$ cat config.mk
export PLATFORM = sky130hd
export DESIGN_NAME = machine_control
export DESIGN_NICKNAME = d
export VERILOG_FILES = /design/src/rtl/machine_control.sv
export SDC_FILE = /design/constraint.sdc
export NUM_CORES = 1
export LEC_CHECK = 0
export ABC_CLOCK_PERIOD_IN_PS = 3150
export CAP_MARGIN = 20
export CELL_PAD_IN_SITES_DETAIL_PLACEMENT = 1
export CELL_PAD_IN_SITES_GLOBAL_PLACEMENT = 1
export CORE_ASPECT_RATIO = 1.25
export CORE_MARGIN = 1.5
export CORE_UTILIZATION = 27
export DETAILED_ROUTE_END_ITERATION = 10
export GPL_ROUTABILITY_DRIVEN = 0
export PLACE_DENSITY = 0.86
export SETUP_SLACK_MARGIN = 0.5
export SYNTH_ARGS = -nofsm -noshare
export SYNTH_HDL_FRONTEND = slang
export SYNTH_SLANG_ARGS = --single-unit
$ cat constraint.sdc
create_clock -name clk_in -period 3.15 [get_ports clk_in]
set_clock_uncertainty 0.2 [all_clocks]
set_input_delay 0.63 -clock clk_in [delete_from_list [all_inputs] [get_ports clk_in]]
set_output_delay 0.63 -clock clk_in [all_outputs]
set_load 0.01 [all_outputs]
$ cat src/rtl/machine_control.sv
// Trap/interrupt controller for pipeline stage 2.
// Sequences cause/epc/mie strobes, PC source select and flush for traps and MRET.
module machine_control (
  input  logic       clk_in,
  input  logic       rst_in,
  input  logic       ahb_ready_in,
  input  logic       illegal_instr_in,
  input  logic       misaligned_instr_in,
  input  logic       misaligned_load_in,
  input  logic       misaligned_store_in,
  input  logic       ecall_in,
  input  logic       ebreak_in,
  input  logic       mret_in,
  input  logic       mie_in,
  input  logic       meie_in,
  input  logic       mtie_in,
  input  logic       msie_in,
  input  logic       meip_in,
  input  logic       mtip_in,
  input  logic       msip_in,
  output logic       i_or_e_out,
  output logic [3:0] cause_out,
  output logic       set_cause_out,
  output logic       set_epc_out,
  output logic       mie_clear_out,
  output logic       mie_set_out,
  output logic       instret_inc_out,
  output logic [1:0] pc_src_out,
  output logic       flush_out,
  output logic       trap_taken_out
);

  localparam logic [1:0] S_RESET = 2'd0;
  localparam logic [1:0] S_OPER  = 2'd1;
  localparam logic [1:0] S_TRAP  = 2'd2;
  localparam logic [1:0] S_RET   = 2'd3;

  logic [1:0] state_q, state_d;
  logic [3:0] cause_q, cause_d;
  logic       ior_q, ior_d;

  logic       irq_ext, irq_sw, irq_tmr;
  logic       irq_pend, exc_pend, trap_ev;
  logic [3:0] trap_cause;

  assign irq_ext  = mie_in & meie_in & meip_in;
  assign irq_sw   = mie_in & msie_in & msip_in;
  assign irq_tmr  = mie_in & mtie_in & mtip_in;
  assign irq_pend = irq_ext | irq_sw | irq_tmr;

  assign exc_pend = illegal_instr_in | misaligned_instr_in
                  | misaligned_load_in | misaligned_store_in
                  | ecall_in | ebreak_in;

  assign trap_ev = irq_pend | exc_pend;

  // Interrupts first, then exceptions in fixed priority order
  always_comb begin
    trap_cause = 4'd0;
    if (irq_ext)                  trap_cause = 4'd11;
    else if (irq_sw)              trap_cause = 4'd3;
    else if (irq_tmr)             trap_cause = 4'd7;
    else if (misaligned_instr_in) trap_cause = 4'd0;
    else if (illegal_instr_in)    trap_cause = 4'd2;
    else if (ebreak_in)           trap_cause = 4'd3;
    else if (ecall_in)            trap_cause = 4'd11;
    else if (misaligned_load_in)  trap_cause = 4'd4;
    else if (misaligned_store_in) trap_cause = 4'd6;
  end

  always_comb begin
    state_d = state_q;
    cause_d = cause_q;
    ior_d   = ior_q;
    unique case (state_q)
      S_RESET: state_d = S_OPER;
      S_OPER: begin
        if (ahb_ready_in) begin
          if (trap_ev) begin
            state_d = S_TRAP;
            cause_d = trap_cause;
            ior_d   = irq_pend;
          end else if (mret_in) begin
            state_d = S_RET;
          end
        end
      end
      S_TRAP:  state_d = S_OPER;
      S_RET:   state_d = S_OPER;
      default: state_d = S_RESET;
    endcase
  end

  always_ff @(posedge clk_in or negedge rst_in) begin
    if (!rst_in) begin
      state_q <= S_RESET;
      cause_q <= 4'd0;
      ior_q   <= 1'b0;
    end else begin
      state_q <= state_d;
      cause_q <= cause_d;
      ior_q   <= ior_d;
    end
  end

  assign i_or_e_out     = ior_q;
  assign cause_out      = cause_q;
  assign set_cause_out  = (state_q == S_TRAP);
  assign set_epc_out    = (state_q == S_TRAP);
  assign mie_clear_out  = (state_q == S_TRAP);
  assign trap_taken_out = (state_q == S_TRAP);
  assign mie_set_out    = (state_q == S_RET);
  assign flush_out      = (state_q != S_OPER);

  // Retire count is the only path from inputs straight to an output
  assign instret_inc_out = (state_q == S_OPER) & ahb_ready_in
                         & ~trap_ev & ~mret_in;

  always_comb begin
    pc_src_out = 2'b00;
    unique case (state_q)
      S_RESET: pc_src_out = 2'b00;
      S_OPER:  pc_src_out = 2'b11;
      S_TRAP:  pc_src_out = 2'b10;
      S_RET:   pc_src_out = 2'b01;
      default: pc_src_out = 2'b00;
    endcase
  end

endmodule

# [Yosys cells after proc, flatten, opt, wreduce, memory -nomap -nowiden]
# Cells that the tools add are included.
[classes] add_sub_neg=0 n_mul=0 n_div=0 order_cmp=0 eq_ne=6 shift=0 muxes=14 bitwise_logic=19 n_reduce_logical=4
[ops] op="$mux W4" count=7
[ops] op="$and A1 B1 Y1" count=9
[ops] op="$or A1 B1 Y1" count=8
[ops] op="$pmux W2 S4" count=1
[ops] op="$mux W2" count=3
[ops] op="$mux W3" count=2
[ops] op="$eq A2 B2 Y1 const B" count=2
[ops] op="$pmux W2 S2" count=1
[ops] op="$ne A3 B3 Y1 const B" count=1
[ops] op="$reduce_and A3 Y1" count=1
[ops] op="$reduce_or A3 Y1" count=1
[ops] op="$eq A2 B1 Y1 const B" count=1
[ops] op="$logic_not A2 Y1" count=1
[ops] op="$ne A2 B1 Y1 const B" count=1
[ops] op="$ne A2 B2 Y1 const B" count=1
[ops] op="$not A1 Y1" count=2
[ops] op="$reduce_and A2 Y1" count=1
[totals] ff_bits=7 latchBits=0 ram_bits=0 mem_bits_ro=0 inputBits=17 output_inout_bits=14 elab_cells=46 n_memories=0

# [Logic depth before layout (Yosys ltp)]
[logic_depth] ltp_word=9 mapped_depth=6 mapped_depth_nobuf=6

# [Least setup slack after synthesis]
# OpenSTA, ideal clock, no wires.
[synth_path] path_kind="input to output" from="input misaligned_instr_in" to="output instret_inc_out" arrival_time_ns=1.422 required_time_ns=2.320 path_slack_ns=0.898 cell_stages=3 n_path_buf=0 cell_sequence="nor4_4 > o2111ai_2 > nor3_1"
[synth_between] elab_chain_len=9
[synth_rtl] item="start: declaration" line_no="8" rtl="input logic misaligned_instr_in,"
[synth_rtl] item="$or A1 B1 Y1" line_no="51" rtl="assign exc_pend = illegal_instr_in | misaligned_instr_in"
[synth_rtl] item="$or A1 B1 Y1 (2 in a row)" line_no="52" rtl="| misaligned_load_in | misaligned_store_in"
[synth_rtl] item="$or A1 B1 Y1 (2 in a row)" line_no="53" rtl="| ecall_in | ebreak_in;"
[synth_rtl] item="$or A1 B1 Y1" line_no="55" rtl="assign trap_ev = irq_pend | exc_pend;"
[synth_rtl] item="$not A1 Y1" line_no="117" rtl="& ~trap_ev & ~mret_in;"
[synth_rtl] item="$and A1 B1 Y1 (2 in a row)" line_no="117"
[synth_rtl] item="end: declaration" line_no="27" rtl="output logic instret_inc_out,"
# No other way between the ends.

# [Worst setup path after layout]
[layout_path] from="input msip_in" to="output instret_inc_out"
[layout_between] elab_chain_len=7
[layout_rtl] item="start: declaration" line_no="20" rtl="input logic msip_in,"
[layout_rtl] item="$and A1 B1 Y1" line_no="47" rtl="assign irq_sw = mie_in & msie_in & msip_in;"
[layout_rtl] item="$or A1 B1 Y1 (2 in a row)" line_no="49" rtl="assign irq_pend = irq_ext | irq_sw | irq_tmr;"
[layout_rtl] item="$or A1 B1 Y1" line_no="55"
[layout_rtl] item="$not A1 Y1" line_no="117"
[layout_rtl] item="$and A1 B1 Y1 (2 in a row)" line_no="117"
# No other way between the ends.

==> results_dict.tcl <==
set metrics [dict create \
    via_per_inst 4.88 \
    setup_viol 0 \
    drtIter0Drc 2 \
    drc 0 \
    synth_nets 70 \
    clockBufferDepth 2 \
    synth_cell_types 24 \
    yosys_most_used_dff "dfrtp_1" \
    outcome "finished, final reports clean" \
    maxSlewViolCount 0 \
    cp_data_required_time_ns 2.32 \
    worst-path-max-fanout 2 \
    grt_antenna_before_repair 0 \
    die_height_um 51.0 \
    synth_top_cell_by_area "dfrtp_1" \
    cts_tree "yes" \
    synth_edf_count 0 \
    overflow 0 \
    clk_latency_ns 0.25 \
    end_kind "output port" \
    cp-start-kind "input port" \
    ant_nets 0 \
    min_period_over_period_pct 81.3 \
    slowest_delay_ns 0.44 \
    grt_use_total_pct 16.2 \
    rsz0062_at_grt "false" \
    ys_warn_count 0 \
    synth_area_leaders "dfrtp_1, ha_1, mux2_4, a21oi_1, buf_4" \
    ys_seq_area_share_pct 35.2 \
    die_area_um2 2110 \
    relSlewSlack_pct 80.3 \
    max_cap_viol_count 0 \
    yosysTopAreaCellShare_pct 35.2 \
    worst_slew_pin_slew_ns 0.294 \
    report.final.hold_viol_count 0 \
    die_x_um 41.4 \
    dp_hpwl_um 1230 \
    final_util_pct 51.0 \
    synth_area_um2 498 \
    vias 527 \
    grt_max_degree 8 \
    core_um2 1740 \
    clk_pin_slew_ns 0.05 \
    dr.pass1.iters 3 \
    synth.most_common_cell "dfrtp_1" \
    hold_path.class "flip-flop to flip-flop" \
    wl_per_cell_um 14.5 \
    cts_root_buf "clkbuf_4" \
    synthTopCellsByCount "dfrtp_1, a21oi_1, inv_1" \
    grt_pass1_vias 576 \
    synthCells 50 \
    io_pins 31 \
    min_period_ns 2.56 \
    syn_to_final_growth_pct 78.6 \
    critPathKind "input port to output port" \
    p_leak_nw 0.400 \
    portBuffers 30 \
    syn_area_per_cell_um2 9.96 \
    drt_wl_total_um 1570 \
    initial_core_util_pct 28.6 \
    diodes 0 \
    clock-sinks 7 \
    fin_nets 110 \
    cp.arrival_ns 1.73 \
    crit_chain "clkdlybuf4s50_1 > a22oi_2 > o2111ai_2 > nor3_2 > buf_2" \
    htreeDepth 1 \
    drive_gt1_share_pct 27.0 \
    crit_slowest_cell "clkdlybuf4s50_1" \
    hold_ws_ns 0.289 \
    rows 17 \
    p_per_area_nw_per_um2 698 \
    ys_ff_latch 7 \
    cts-buffers-inserted 3 \
    grt_pass1_wl_um 2590 \
    ir_drop_mv 0.371 \
    synthArstFlopShare_pct 100 \
    fmaxAchievable_mhz 391 \
]
## cell families (layout without fill, tap and decap cells)
group           Yosys count  after routing  share of synthesized area (%)
fa+ha+maj                 3              3                           7.54
simple gates             14             14                           19.3
compound gates           16             16                           23.6
mux                       2              2                           6.03
buf+inv                   8             47                           8.29
flops                     7              7                           35.2
## through the flow
stage,TNS (ns),instance area [µm²],std cells,power (W),setup WS (ns)
after floorplan,0,498,50,0.000343,0.898
after global placement,-0.126,830,100,0.000532,-0.126
after detailed placement,-0.176,830,100,0.000545,-0.176
after CTS,0,877,107,0.000631,0.516
after global routing,0,890,108,0.000676,0.525
final,0,890,108,0.000621,0.590
## layer usage
metal | track usage [%] | vias up | share of wire, %
met5 | 0 | - | 0
met4 | 9.68 | 0 | 2.7
met3 | 3.18 | 4 | 3.8
met2 | 30.2 | 15 | 56
met1 | 16.3 | 249 | 37
li1 | - | 259 | -
## power breakdown
part / total (W) / internal [W] / switching [W]
Clock: 0.0000789 / 0.0000482 / 0.0000308
Sequential: 0.000159 / 0.000132 / 0.0000272
Combinational: 0.000383 / 0.000228 / 0.000155
Total: 0.000621 / 0.000408 / 0.000213
## layout make-up
type | instances | area, µm²
clock buffers | 4 | 26.3
fillers | 202 | 855
inverters | 5 | 18.8
multi-input cells | 35 | 294
flip-flops and latches | 7 | 175
well taps | 19 | 23.8
repair buffers | 38 | 352
## critical path, delay by kind of cell
family	cells	cell delay (ns)
AO/OA/AOI/OAI	2	0.38
buffers and inverters	2	0.59
AND/OR/NAND/NOR	1	0.12
## flip-flops by register name, indices dropped and copies added, names as in the netlist
register and count:
cause_out 4, i_or_e_out 1, state_q 2
## timing repair
action                     in CTS  in global routing
setup endpoints to repair       1                  1
hold endpoints to repair        0                  0
gates resized for setup        11                  2
setup buffers                   3                  1
pin swaps                       4                  3
hold buffers                    0                  0
## layout by cell type (no fill, tap or decap)
cell type        netlist  routed
o21a_1                 1       1
buf_2                  0       1
dlygate4sd2_1          0       5
nand3_1                1       1
clkbuf_1               0       1
nand2_1                2       2
a22oi_2                0       1
dlymetal6s2s_1         0       1
nor3_2                 0       1
nor2_1                 3       2
nor4_4                 1       1
clkbuf_4               0       3
or2_2                  1       1
nor2b_4                1       1
inv_1                  5       5
ha_1                   3       3
a32o_1                 1       1
o21ai_0                2       2
mux2_4                 2       2
buf_4                  3       8
a21o_2                 1       1
nor2_2                 0       1
a21oi_1                5       5
o2111ai_2              1       1
o22a_2                 2       2
o211ai_1               1       1
or4b_1                 1       1
a31oi_1                1       1
nor3_1                 3       2
clkdlybuf4s50_1        0      23
dfrtp_1                7       7
nand2b_1               1       1
## path summary, 6_finish.rpt
path,start,to,slack (ns),cells past startpoint
max,msip_in,instret_inc_out,0.59,5
min,i_or_e_out$_DFFE_PN0P_,i_or_e_out$_DFFE_PN0P_,0.29,1
max reg2reg,state_q[1]$_DFFE_PN0P_,cause_out[0]$_DFFE_PN0P_,1.36,6
min reg2reg,i_or_e_out$_DFFE_PN0P_,i_or_e_out$_DFFE_PN0P_,0.29,1
max in group asynchronous,rst_in,state_q[0]$_DFFE_PN0P_,2.09,1
min in group asynchronous,rst_in,cause_out[1]$_DFFE_PN0P_,0.43,1
No activity file was read; power rests on OpenSTA's default activity.
